==> src/rtl/dma_fifo_drain.sv <==
// dma_fifo_drain
// Read-side consumer of the DMA data FIFO. Pops show-ahead FIFO words and
// presents them as an AXI4 write-data (W) beat stream through one registered
// output stage. wlast marks every MAX_BURST-th beat and the final beat of the
// transfer; the final beat carries the command's partial byte strobe.
//
// Optional feature macro: DMA_DRAIN_PERF_EN
//   defined   -> stall_empty_cnt_o / stall_bp_cnt_o are live saturating
//                32-bit stall counters, cleared on command accept.
//   undefined -> both counter ports are tied to zero (no counter flops).
//
// Ports:
//   clk, rstn               clock, synchronous active-low reset
//   clear_i                 synchronous abort of the current transfer
//   cmd_valid_i/cmd_ready_o command handshake (ready only while idle)
//   cmd_beats_i             total beats in the transfer (0 = empty transfer)
//   cmd_last_strb_i         byte strobe applied to the final beat
//   fifo_empty_i            FIFO empty flag
//   fifo_data_i             FIFO head word, valid while not empty
//   fifo_rd_o               pop the FIFO head this cycle
//   wvalid_o/wready_i       W channel handshake
//   wdata_o/wstrb_o/wlast_o W channel payload
//   busy_o                  transfer in progress (not idle)
//   done_o                  one-cycle pulse after the final beat is accepted
//   stall_empty_cnt_o       cycles the output stage starved on an empty FIFO
//   stall_bp_cnt_o          cycles a beat waited on wready_i
module dma_fifo_drain #(
  parameter int WIDTH     = 512,
  parameter int MAX_BURST = 16,
  parameter int BEAT_W    = 16
) (
  input  logic                 clk,
  input  logic                 rstn,
  input  logic                 clear_i,
  input  logic                 cmd_valid_i,
  output logic                 cmd_ready_o,
  input  logic [BEAT_W-1:0]    cmd_beats_i,
  input  logic [WIDTH/8-1:0]   cmd_last_strb_i,
  input  logic                 fifo_empty_i,
  input  logic [WIDTH-1:0]     fifo_data_i,
  output logic                 fifo_rd_o,
  output logic                 wvalid_o,
  input  logic                 wready_i,
  output logic [WIDTH-1:0]     wdata_o,
  output logic [WIDTH/8-1:0]   wstrb_o,
  output logic                 wlast_o,
  output logic                 busy_o,
  output logic                 done_o,
  output logic [31:0]          stall_empty_cnt_o,
  output logic [31:0]          stall_bp_cnt_o
);

  localparam int STRB_W = WIDTH / 8;
  localparam int POS_W  = (MAX_BURST > 1) ? $clog2(MAX_BURST) : 1;
  localparam logic [POS_W-1:0]  POS_LAST = POS_W'(MAX_BURST - 1);
  localparam logic [BEAT_W-1:0] ONE_BEAT = BEAT_W'(1);

  typedef enum logic [1:0] {
    IDLE   = 2'd0,
    STREAM = 2'd1,
    DONE   = 2'd2
  } state_t;

  state_t state;
  state_t state_nxt;

  logic [BEAT_W-1:0] pop_rem;
  logic [BEAT_W-1:0] acc_rem;
  logic [STRB_W-1:0] last_strb;
  logic [POS_W-1:0]  burst_pos;

  logic cmd_fire;
  logic load;
  logic pop;
  logic beat_acc;
  logic pop_is_last;
  logic pop_has_wlast;

  // The output stage can take a new word when it is empty or its beat is
  // leaving this cycle. Pops are suppressed during reset and abort so the
  // FIFO never loses a word the drain will not emit.
  assign load          = ~wvalid_o | wready_i;
  assign pop           = rstn & ~clear_i & (state == STREAM) & load &
                         ~fifo_empty_i & (pop_rem != '0);
  assign beat_acc      = wvalid_o & wready_i;
  assign cmd_fire      = cmd_valid_i & cmd_ready_o;
  assign pop_is_last   = (pop_rem == ONE_BEAT);
  assign pop_has_wlast = pop_is_last | (burst_pos == POS_LAST);

  always_ff @(posedge clk) begin
    if (!rstn) begin
      state <= IDLE;
    end else begin
      state <= state_nxt;
    end
  end

  // Acceptance of the final beat (acc_rem==1) ends streaming; pops are
  // already finished by then because every accepted beat was popped first.
  always_comb begin
    state_nxt = state;
    case (state)
      IDLE: begin
        if (cmd_fire) begin
          state_nxt = (cmd_beats_i == '0) ? DONE : STREAM;
        end
      end
      STREAM: begin
        if (beat_acc && (acc_rem == ONE_BEAT)) begin
          state_nxt = DONE;
        end
      end
      DONE: begin
        state_nxt = IDLE;
      end
      default: begin
        state_nxt = IDLE;
      end
    endcase
    if (clear_i) begin
      state_nxt = IDLE;
    end
  end

  // cmd_ready_o also drops during an abort so a command is never handshaken
  // in a cycle where it would be discarded.
  always_comb begin
    cmd_ready_o = rstn & ~clear_i & (state == IDLE);
    busy_o      = (state != IDLE);
    done_o      = (state == DONE);
    fifo_rd_o   = pop;
  end

  // Output register and transfer bookkeeping. A held beat is only replaced
  // through pop, which requires load, so wdata/wstrb/wlast stay stable while
  // wvalid_o waits on wready_i.
  always_ff @(posedge clk) begin
    if (!rstn || clear_i) begin
      wvalid_o  <= 1'b0;
      wdata_o   <= '0;
      wstrb_o   <= '0;
      wlast_o   <= 1'b0;
      pop_rem   <= '0;
      acc_rem   <= '0;
      last_strb <= '0;
      burst_pos <= '0;
    end else begin
      if (cmd_fire) begin
        pop_rem   <= cmd_beats_i;
        acc_rem   <= cmd_beats_i;
        last_strb <= cmd_last_strb_i;
        burst_pos <= '0;
      end
      if (pop) begin
        wvalid_o  <= 1'b1;
        wdata_o   <= fifo_data_i;
        wstrb_o   <= pop_is_last ? last_strb : {STRB_W{1'b1}};
        wlast_o   <= pop_has_wlast;
        pop_rem   <= pop_rem - ONE_BEAT;
        burst_pos <= pop_has_wlast ? '0 : burst_pos + POS_W'(1);
      end else if ((state == STREAM) && load) begin
        wvalid_o <= 1'b0;
      end
      if (beat_acc) begin
        acc_rem <= acc_rem - ONE_BEAT;
      end
    end
  end

`ifdef DMA_DRAIN_PERF_EN
  logic [31:0] stall_empty_cnt;
  logic [31:0] stall_bp_cnt;
  logic        empty_stall;
  logic        bp_stall;

  assign empty_stall = (state == STREAM) & load & fifo_empty_i & (pop_rem != '0);
  assign bp_stall    = wvalid_o & ~wready_i;

  // Counters survive an abort for post-mortem reads; they restart with the
  // next command and saturate rather than wrap.
  always_ff @(posedge clk) begin
    if (!rstn) begin
      stall_empty_cnt <= '0;
      stall_bp_cnt    <= '0;
    end else if (cmd_fire) begin
      stall_empty_cnt <= '0;
      stall_bp_cnt    <= '0;
    end else if (!clear_i) begin
      if (empty_stall && (stall_empty_cnt != '1)) begin
        stall_empty_cnt <= stall_empty_cnt + 32'd1;
      end
      if (bp_stall && (stall_bp_cnt != '1)) begin
        stall_bp_cnt <= stall_bp_cnt + 32'd1;
      end
    end
  end

  assign stall_empty_cnt_o = stall_empty_cnt;
  assign stall_bp_cnt_o    = stall_bp_cnt;
`else
  assign stall_empty_cnt_o = '0;
  assign stall_bp_cnt_o    = '0;
`endif

endmodule

==> config.mk <==
export PLATFORM = sky130hd
export DESIGN_NAME = dma_fifo_drain
export DESIGN_NICKNAME = d
export VERILOG_FILES = /design/src/rtl/dma_fifo_drain.sv
export SDC_FILE = /design/constraint.sdc
export NUM_CORES = 1
export LEC_CHECK = 0
export CORE_AREA = 2 2 481 483
export DETAILED_ROUTE_END_ITERATION = 10
export DIE_AREA = 0 0 483 485
export PLACE_DENSITY_LB_ADDON = 0.1
export SYNTH_ARGS = -nofsm -noshare
export SYNTH_HDL_FRONTEND = slang
export SYNTH_SLANG_ARGS = --single-unit
==> constraint.sdc <==
create_clock -name clk -period 5.7 [get_ports clk]
set_clock_uncertainty 0.1 [all_clocks]
set_input_delay 1.14 -clock clk [delete_from_list [all_inputs] [get_ports clk]]
set_output_delay 1.14 -clock clk [all_outputs]
set_load 0.05 [all_outputs]
**After elaboration in Yosys (flattened, before gate mapping)**

Index checks and enable logic that the tools add are counted.

- Reduce and logical (&&, ||, !) cells: 13
- Order comparisons: 0
- Divide/modulo/power cells: 0
- Add/sub/neg operators: 3
- Eq/ne operators: 7
- $mul: 0
- Bitwise logic cells: 14
- Shift-type cells: 0
- Multiplexer cells: 13

Operators by type and width:

| cell | number |
|---|---|
| 64-bit two-way mux | 1 |
| 16-bit two-way mux | 3 |
| 16-bit by 1-bit equality test with 1-bit output, second input constant | 2 |
| 16-bit by 1-bit subtractor with 16-bit output, second input constant | 2 |
| 16-bit logical NOT | 1 |
| 16-bit nonzero test | 1 |
| 4-bit two-way mux | 3 |
| 1-bit AND | 8 |
| 2-bit nonzero test | 4 |
| 2-bit two-way mux | 3 |
| 4-bit by 1-bit adder with 4-bit output, second input constant | 1 |
| 4-bit equality test, second input constant | 1 |
| 2-bit inequality test, second input constant | 2 |
| 1-bit inverter | 4 |
| 2-bit one-hot mux with 2 select lines | 1 |
| 2-bit by 1-bit equality test with 1-bit output, second input constant | 1 |
| 2-bit equality test, second input constant | 1 |
| 1-bit logical AND | 2 |
| 2-bit logical NOT | 1 |
| 1-bit two-way mux | 2 |
| 1-bit bitwise OR | 2 |
| 2-bit AND reduction | 1 |
| 2-bit OR reduction | 1 |
| 1-bit logical NOT | 1 |
| 1-bit logical OR | 1 |

- Register bits: 680
- Memories: 0
- RAM bits: 0
- Bits in latches: 0
- Input bits: 598
- Bits in read-only memories: 0

**Logic depth before layout (Yosys ltp)**

Gate-level depths: netlist (run 1).

- Depth in word-level cells: 7
- Mapped depth: 11
- Depth with buffers taken out: 8

**Least setup slack after synthesis (run 1)**

OpenSTA, ideal clock, no wires.

- Path kind: input to output
- From: in clear_i
- To: out cmd_ready_o
- Required time: 4.460 ns
- Path slack: 1.510 ns
- Buffers on the path: 0
- Data arrival time: 2.950 ns
- Stages on the path: 1
- Path through: nor4b_1

- Cells in the longest elaborated chain, start to end: 3

RTL lines:

| element | line | text |
|---|---|---|
| start, declared | 34 | `input logic clear_i,` |
| 1-bit inverter | 128 | `cmd_ready_o = rstn & ~clear_i & (state == IDLE);` |
| 1-bit AND (2 in series) | 128 |  |
| end, declared | 36 | `output logic cmd_ready_o,` |

Every way passes these cells.

**Worst setup path after layout (run 1)**

- From: in rstn
- To: out cmd_ready_o

- Cells in the longest elaborated chain, start to end: 2

RTL lines:

| element | line | text |
|---|---|---|
| start, declared | 33 | `input logic rstn,` |
| 1-bit AND (2 in series) | 128 |  |

Every way passes these cells.

==> impl_metrics.ini, run 1 <==
[pwr]
p_int_mw = 8.96
p_sw_share_pct = 25.1
p_leak_nw = 13.6
design_power_total_mw = 12.0
p_seq_share_pct = 40.1
combinationalPowerShare_pct = 6.5
switchingPower_mw = 3.00
clock_power_share_pct = 53.4
powerDensity_nw_per_um2 = 280
ir_drop_mv = 0.196

[worst_setup_path]
crit_chain = clkdlybuf4s50_1 > nor4b_1 > clkdlybuf4s50_1
criticalPathCategory = in -> out
cp_max_fo = 4
startpoint_type = input port
path_buf_inv = 2
path_delay_family = buffers and inverters
critPathArrivalTime_ps = 3270
cp_slowest_cell = clkdlybuf4s50_1
crit_required_ps = 4460
worst_setup_path_end_kind = primary output
cpPeakStageDelay_ps = 930
crit_top_cell = clkdlybuf4s50_1

[timing]
fin_crit_sh_pct = 79.1
finalHoldViolCount = 0
finalSetupViolCount = 0
rsz0062_at_grt = no
worstMarginPinSlew_ps = 1440
hold_slack_ps = 351
final.setup.tns_ps = 0
fmax_ghz = 0.222
maxSlewHeadroom_pct = 3.67
slew_viol_final = 0
min_period_ps = 4510

[route]
wl_per_cell_um = 21.9
num_vias = 24700
dr.pass1.iters = 5
viasPerCell = 3.43
drtAntennaViolNets = 0
wirelength_um = 158000
drt_iter0_markers = 929
drc = 0

[synth]
synth-edff-count = 0
avgSynthCellArea_um2 = 8.16
syn_area_um2 = 24400
async_flop_share_pct = 0
ys_types = 55
ys_seq_area_share_pct = 55.7
syn_inst = 2996
ys_seq_elements = 680
synth_ff_type = dfxtp_1
yosysWarnings = 0

[clocking]
cts_tree = built
cts_setup_buffers = 0
clk_pin_slew_ps = 50
cts_buffers = 99
clk_latency_ps = 740
htree_num_levels = 3
cts.repair.resized = 0
ctsLongestPathBuffers = 3
clock-root-buffer = clkbuf_16
numClockSinks = 680
hold_buffers = 0

[cells_and_area]
final_layout_size_suffix_gt1_share_pct = 4.88
most-common-layout-cells = nand2_1 (1181), clkdlybuf4s50_1 (1178), dfxtp_1 (680)
postLayoutCellArea_um2 = 42600
final_common_cell = nand2_1
nFillCells = 25700
areaGrowthSynthToFinish_pct = 74.3
finalNonFillerCells = 7205
nets = 4681

[global_route]
grt_usage_pct = 12.9
grt_pass1_wl_um = 214000
grt_pass1_vias = 25100
grt_max_degree = 175
grt.overflow.total = 0
grt_antenna_before_repair = 87

[die]
die_h_um = 485
initial_utilization_pct = 10.7
coreArea_um2 = 229000
floorplan.die.width_um = 483
die_area_um2 = 234000
pin_count = 1244
row_count = 176

[run_status]
status = completed

[placed_design]
dp_cells = 7002
hpwl_um = 116000
io_buffers = 1179
gp_congestion = 0.761
placed_area_um2 = 39200

[hold_path]
hp-class = reg -> reg

[flow_run]
drv_cap = 0
[cell families (layout without fill, tap and decap cells)]
logic type	Yosys count	after routing	synth area share [%]
mux	1	1	0.0461
xor+xnor	1	1	0.0358
fa+ha+maj	6	6	0.307
buf+inv	301	1400	6.19
flops	680	680	55.7
other cells	1	85	0.0153
compound gates	664	664	16.0
simple gates	1342	1342	21.7
[stage by stage]
| stage | worst slack [ps] | utilization, % |
|---|---|---|
| after floorplan | 1510 | - |
| after global placement | 1150 | 17.1 |
| after detailed placement | 1140 | 17.1 |
| after CTS | 1150 | 18.6 |
| after global routing | 1090 | 18.6 |
| final | 1190 | 18.6 |
[worst reg2reg max path, stage by stage (launching register included)]
cell	delay, ps
dfxtp_1	340
inv_1	130
ha_1	230
nor4b_1	310
nand4_1	430
nand2_8	400
buf_4	400
buf_12	510
nand2_1	360
a21oi_1	170
[final cells by class]
cell class / instances / area (um2) / area share (%)
flip-flops and latches: 680 / 13600 / 31.9
repair buffers: 1207 / 12200 / 28.6
multi-input cells: 2078 / 9590 / 22.5
well taps: 3026 / 3790 / 8.88
clock buffers: 159 / 3040 / 7.12
clock inverters: 23 / 287 / 0.672
diodes: 21 / 52.6 / 0.123
inverters: 11 / 48.8 / 0.114
[registers in the layout, indices dropped and copies added, names as in the netlist]
register,cells
acc_rem,16
state,2
wvalid_o,1
wlast_o,1
wstrb_o,64
burst_pos,4
last_strb,64
pop_rem,16
wdata_o,512
[per-layer routing]
| metal | global-route usage, % | wire [um] | vias to the layer above |
|---|---|---|---|
| met2 | 21.6 | 74700 | 915 |
| met5 | 0 | 479 | - |
| li1 | - | - | 12000 |
| met4 | 3.74 | 4050 | 84 |
| met1 | 13.8 | 60000 | 11400 |
| met3 | 7.31 | 18300 | 262 |
[final timing paths]
path / slack (ps) / endpoint / start / cells after the start
setup reg to reg: 2230 / wdata_o[73]$_SDFFE_PP0P_ / pop_rem[0]$_SDFFE_PP0P_ / 9
hold / removal: 350 / wdata_o[362]$_SDFFE_PP0P_ / wdata_o[362]$_SDFFE_PP0P_ / 2
hold reg to reg: 350 / wdata_o[362]$_SDFFE_PP0P_ / wdata_o[362]$_SDFFE_PP0P_ / 2
setup / recovery: 1190 / cmd_ready_o / rstn / 3
[power groups by stage]
stage | Combinational [mW] | Clock, mW | Sequential, mW
6_report | 0.772 | 6.39 | 4.79
5_1_grt | 0.822 | 6.88 | 4.79
4_1_cts | 0.791 | 6.75 | 4.79
3_5_place_dp | 0.785 | 0 | 4.90
3_3_place_gp | 0.787 | 0 | 4.90
2_1_floorplan | 0.267 | 0 | 4.90
[cells in the mapped netlist (2+ instances only)]
master	count	area share, %
clkbuf_1	133	2.0
nor2_1	21	0.32
nand4b_1	3	0.11
buf_6	7	0.32
nand2_1	1182	18
a2bb2oi_1	2	0.072
buf_4	65	2.0
a21oi_1	529	11
a31oi_1	19	0.49
nand3_1	75	1.5
o21ai_0	13	0.27
o311ai_0	4	0.14
nor4b_1	3	0.11
nand4_1	6	0.15
inv_1	10	0.15
nor2b_1	3	0.077
o21a_1	2	0.061
o211ai_1	7	0.21
buf_2	70	1.4
dfxtp_1	680	56
a22oi_1	4	0.12
nor3_2	2	0.082
or2_2	2	0.051
and2_1	4	0.10
and3_1	4	0.10
ha_1	6	0.31
o221a_2	5	0.23
or3_1	7	0.18
a21o_1	2	0.061
nand2b_1	3	0.077
nor3_1	13	0.27
nor4_1	8	0.20
buf_1	15	0.23
or4_1	2	0.061
o221a_1	60	2.8
a211oi_1	6	0.18
(Power assumes the default switching activity.)
==> run 2: changes to the inputs <==
==> constraint.sdc (replaced) <==
create_clock -name clk -period 3.7 [get_ports clk]
set_clock_uncertainty 0.1 [all_clocks]
set_input_delay 0.74 -clock clk [delete_from_list [all_inputs] [get_ports clk]]
set_output_delay 0.74 -clock clk [all_outputs]
set_load 0.05 [all_outputs]
==> impl_metrics.ini, run 2 (synthesized netlist as in run 1, its figures left out) <==
[timing]
finalHoldViolCount = 0
slew_viol_final = 0
fmax_ghz = 0.305
min_period_ps = 3280
final.setup.tns_ps = 0
fin_crit_sh_pct = 88.7
worstMarginPinSlew_ps = 951
finalWorstSetupSlack_ps = 419
rsz0062_at_grt = no
finalSetupViolCount = 0
maxSlewHeadroom_pct = 36.6

[clocking]
ctsLongestPathBuffers = 3
clk_pin_slew_ps = 60
clk_latency_ps = 730
hold_buffers = 0
cts.repair.resized = 0
cts_tree = built
numClockSinks = 680
htree_num_levels = 3
cts_buffers = 101
clock-root-buffer = clkbuf_16
cts_setup_buffers = 0

[pwr]
powerDensity_nw_per_um2 = 437
p_leak_nw = 14.0
ir_drop_mv = 0.339

[die]
row_count = 176
die_h_um = 485
floorplan.die.width_um = 483
initial_utilization_pct = 10.7
die_area_um2 = 234000
coreArea_um2 = 229000
pin_count = 1244

[route]
dr.pass1.iters = 5
wirelength_um = 166000
num_vias = 24800
viasPerCell = 3.43
drtAntennaViolNets = 0
drc = 0
wl_per_cell_um = 22.9
drt_iter0_markers = 908

[global_route]
grt.overflow.total = 0
grt_usage_pct = 13.6
grt_pass1_vias = 25300
grt_max_degree = 162
grt_antenna_before_repair = 77
grt_pass1_wl_um = 222000

[placed_design]
preCtsSetupSlack_ps = 397
hpwl_um = 127000
dp_cells = 7035
gp_congestion = 0.762
io_buffers = 1179

[cells_and_area]
final_common_cell = nand2_1
final_layout_size_suffix_gt1_share_pct = 6.13
reg_top3 = wdata_o (512), last_strb (64), wstrb_o (64)
regMostFlops = wdata_o
largest_reg_flops = 512
areaGrowthSynthToFinish_pct = 76.2
most-common-layout-cells = nand2_1 (1181), clkdlybuf4s50_1 (1166), dfxtp_1 (680)
finalNonFillerCells = 7229
nets = 4716
nFillCells = 25600

[worst_setup_path]
critPathArrivalTime_ps = 2440
worst_setup_path_end_kind = primary output
cp_max_fo = 10
crit_required_ps = 2860
startpoint_type = register
criticalPathCategory = reg -> out

[hold_path]
hp-class = reg -> reg

[run_status]
status = completed

[flow_run]
drv_cap = 0
run 2: cell count changes in the layout (fill, tap and decap cells not counted), moves of 4 or more:
cell             before   now
clkbuf_8             29    25
diode_2              21    13
clkbuf_1             29    20
buf_12               16    26
buf_4                13    48
clkinv_2             10    15
bufinv_16             3     9
clkdlybuf4s50_1    1178  1166
run 2: path summary, 6_finish.rpt:
path                       startpoint                        end  slack [ps]  depth (start not counted)
max             state[0]$_SDFFE_PP0P_                  fifo_rd_o         420                          5
min          wdata_o[56]$_SDFFE_PP0P_   wdata_o[56]$_SDFFE_PP0P_         350                          2
max reg2reg   pop_rem[0]$_SDFFE_PP0P_  wdata_o[306]$_SDFFE_PP0P_         800                         10
min reg2reg  wdata_o[56]$_SDFFE_PP0P_   wdata_o[56]$_SDFFE_PP0P_         350                          2
run 2: power by group:
| group | switching, mW | leakage [nW] | internal, mW |
|---|---|---|---|
| sequential | 0.0229 | 5.48 | 7.36 |
| clock | 4.03 | 1.69 | 6.20 |
| combinational | 0.557 | 6.79 | 0.635 |
run 2: worst max-delay path, stage by stage, from the launching register on:
cell	delay [ps]
dfxtp_1	460
nand2b_1	230
a2111oi_4	540
nand2_8	110
inv_8	180
buf_12	170
run 2: layout make-up:
| type | instances | area (um2) | share of cell area [%] |
|---|---|---|---|
| well taps | 3026 | 3790 | 8.79 |
| clock inverters | 33 | 444 | 1.03 |
| clock buffers | 148 | 3000 | 6.96 |
| diodes | 13 | 32.5 | 0.0755 |
| repair buffers | 1240 | 12600 | 29.1 |
| inverters | 11 | 48.8 | 0.113 |
| multi-input cells | 2078 | 9600 | 22.3 |
| flip-flops and latches | 680 | 13600 | 31.6 |
run 2: per-layer routing:
layer,share of wire [%],track usage [%],vias to the layer above
met5,0.26,0,-
met4,3.4,4.50,72
met3,12,8.23,275
met2,48,23.3,914
met1,36,13.6,11500
li1,-,-,12100
run 2: metrics by stage:
stage                     hold WS, ps  cell area [um2]  total power [mW]  util, %
after floorplan                   334            24700              7.96        -
final                             351            43100              18.8     18.8
after global placement            340            39600              8.76     17.3
after detailed placement          346            39600              8.75     17.3
after global routing              365            43100              19.6     18.8
after CTS                         338            43000              19.4     18.8
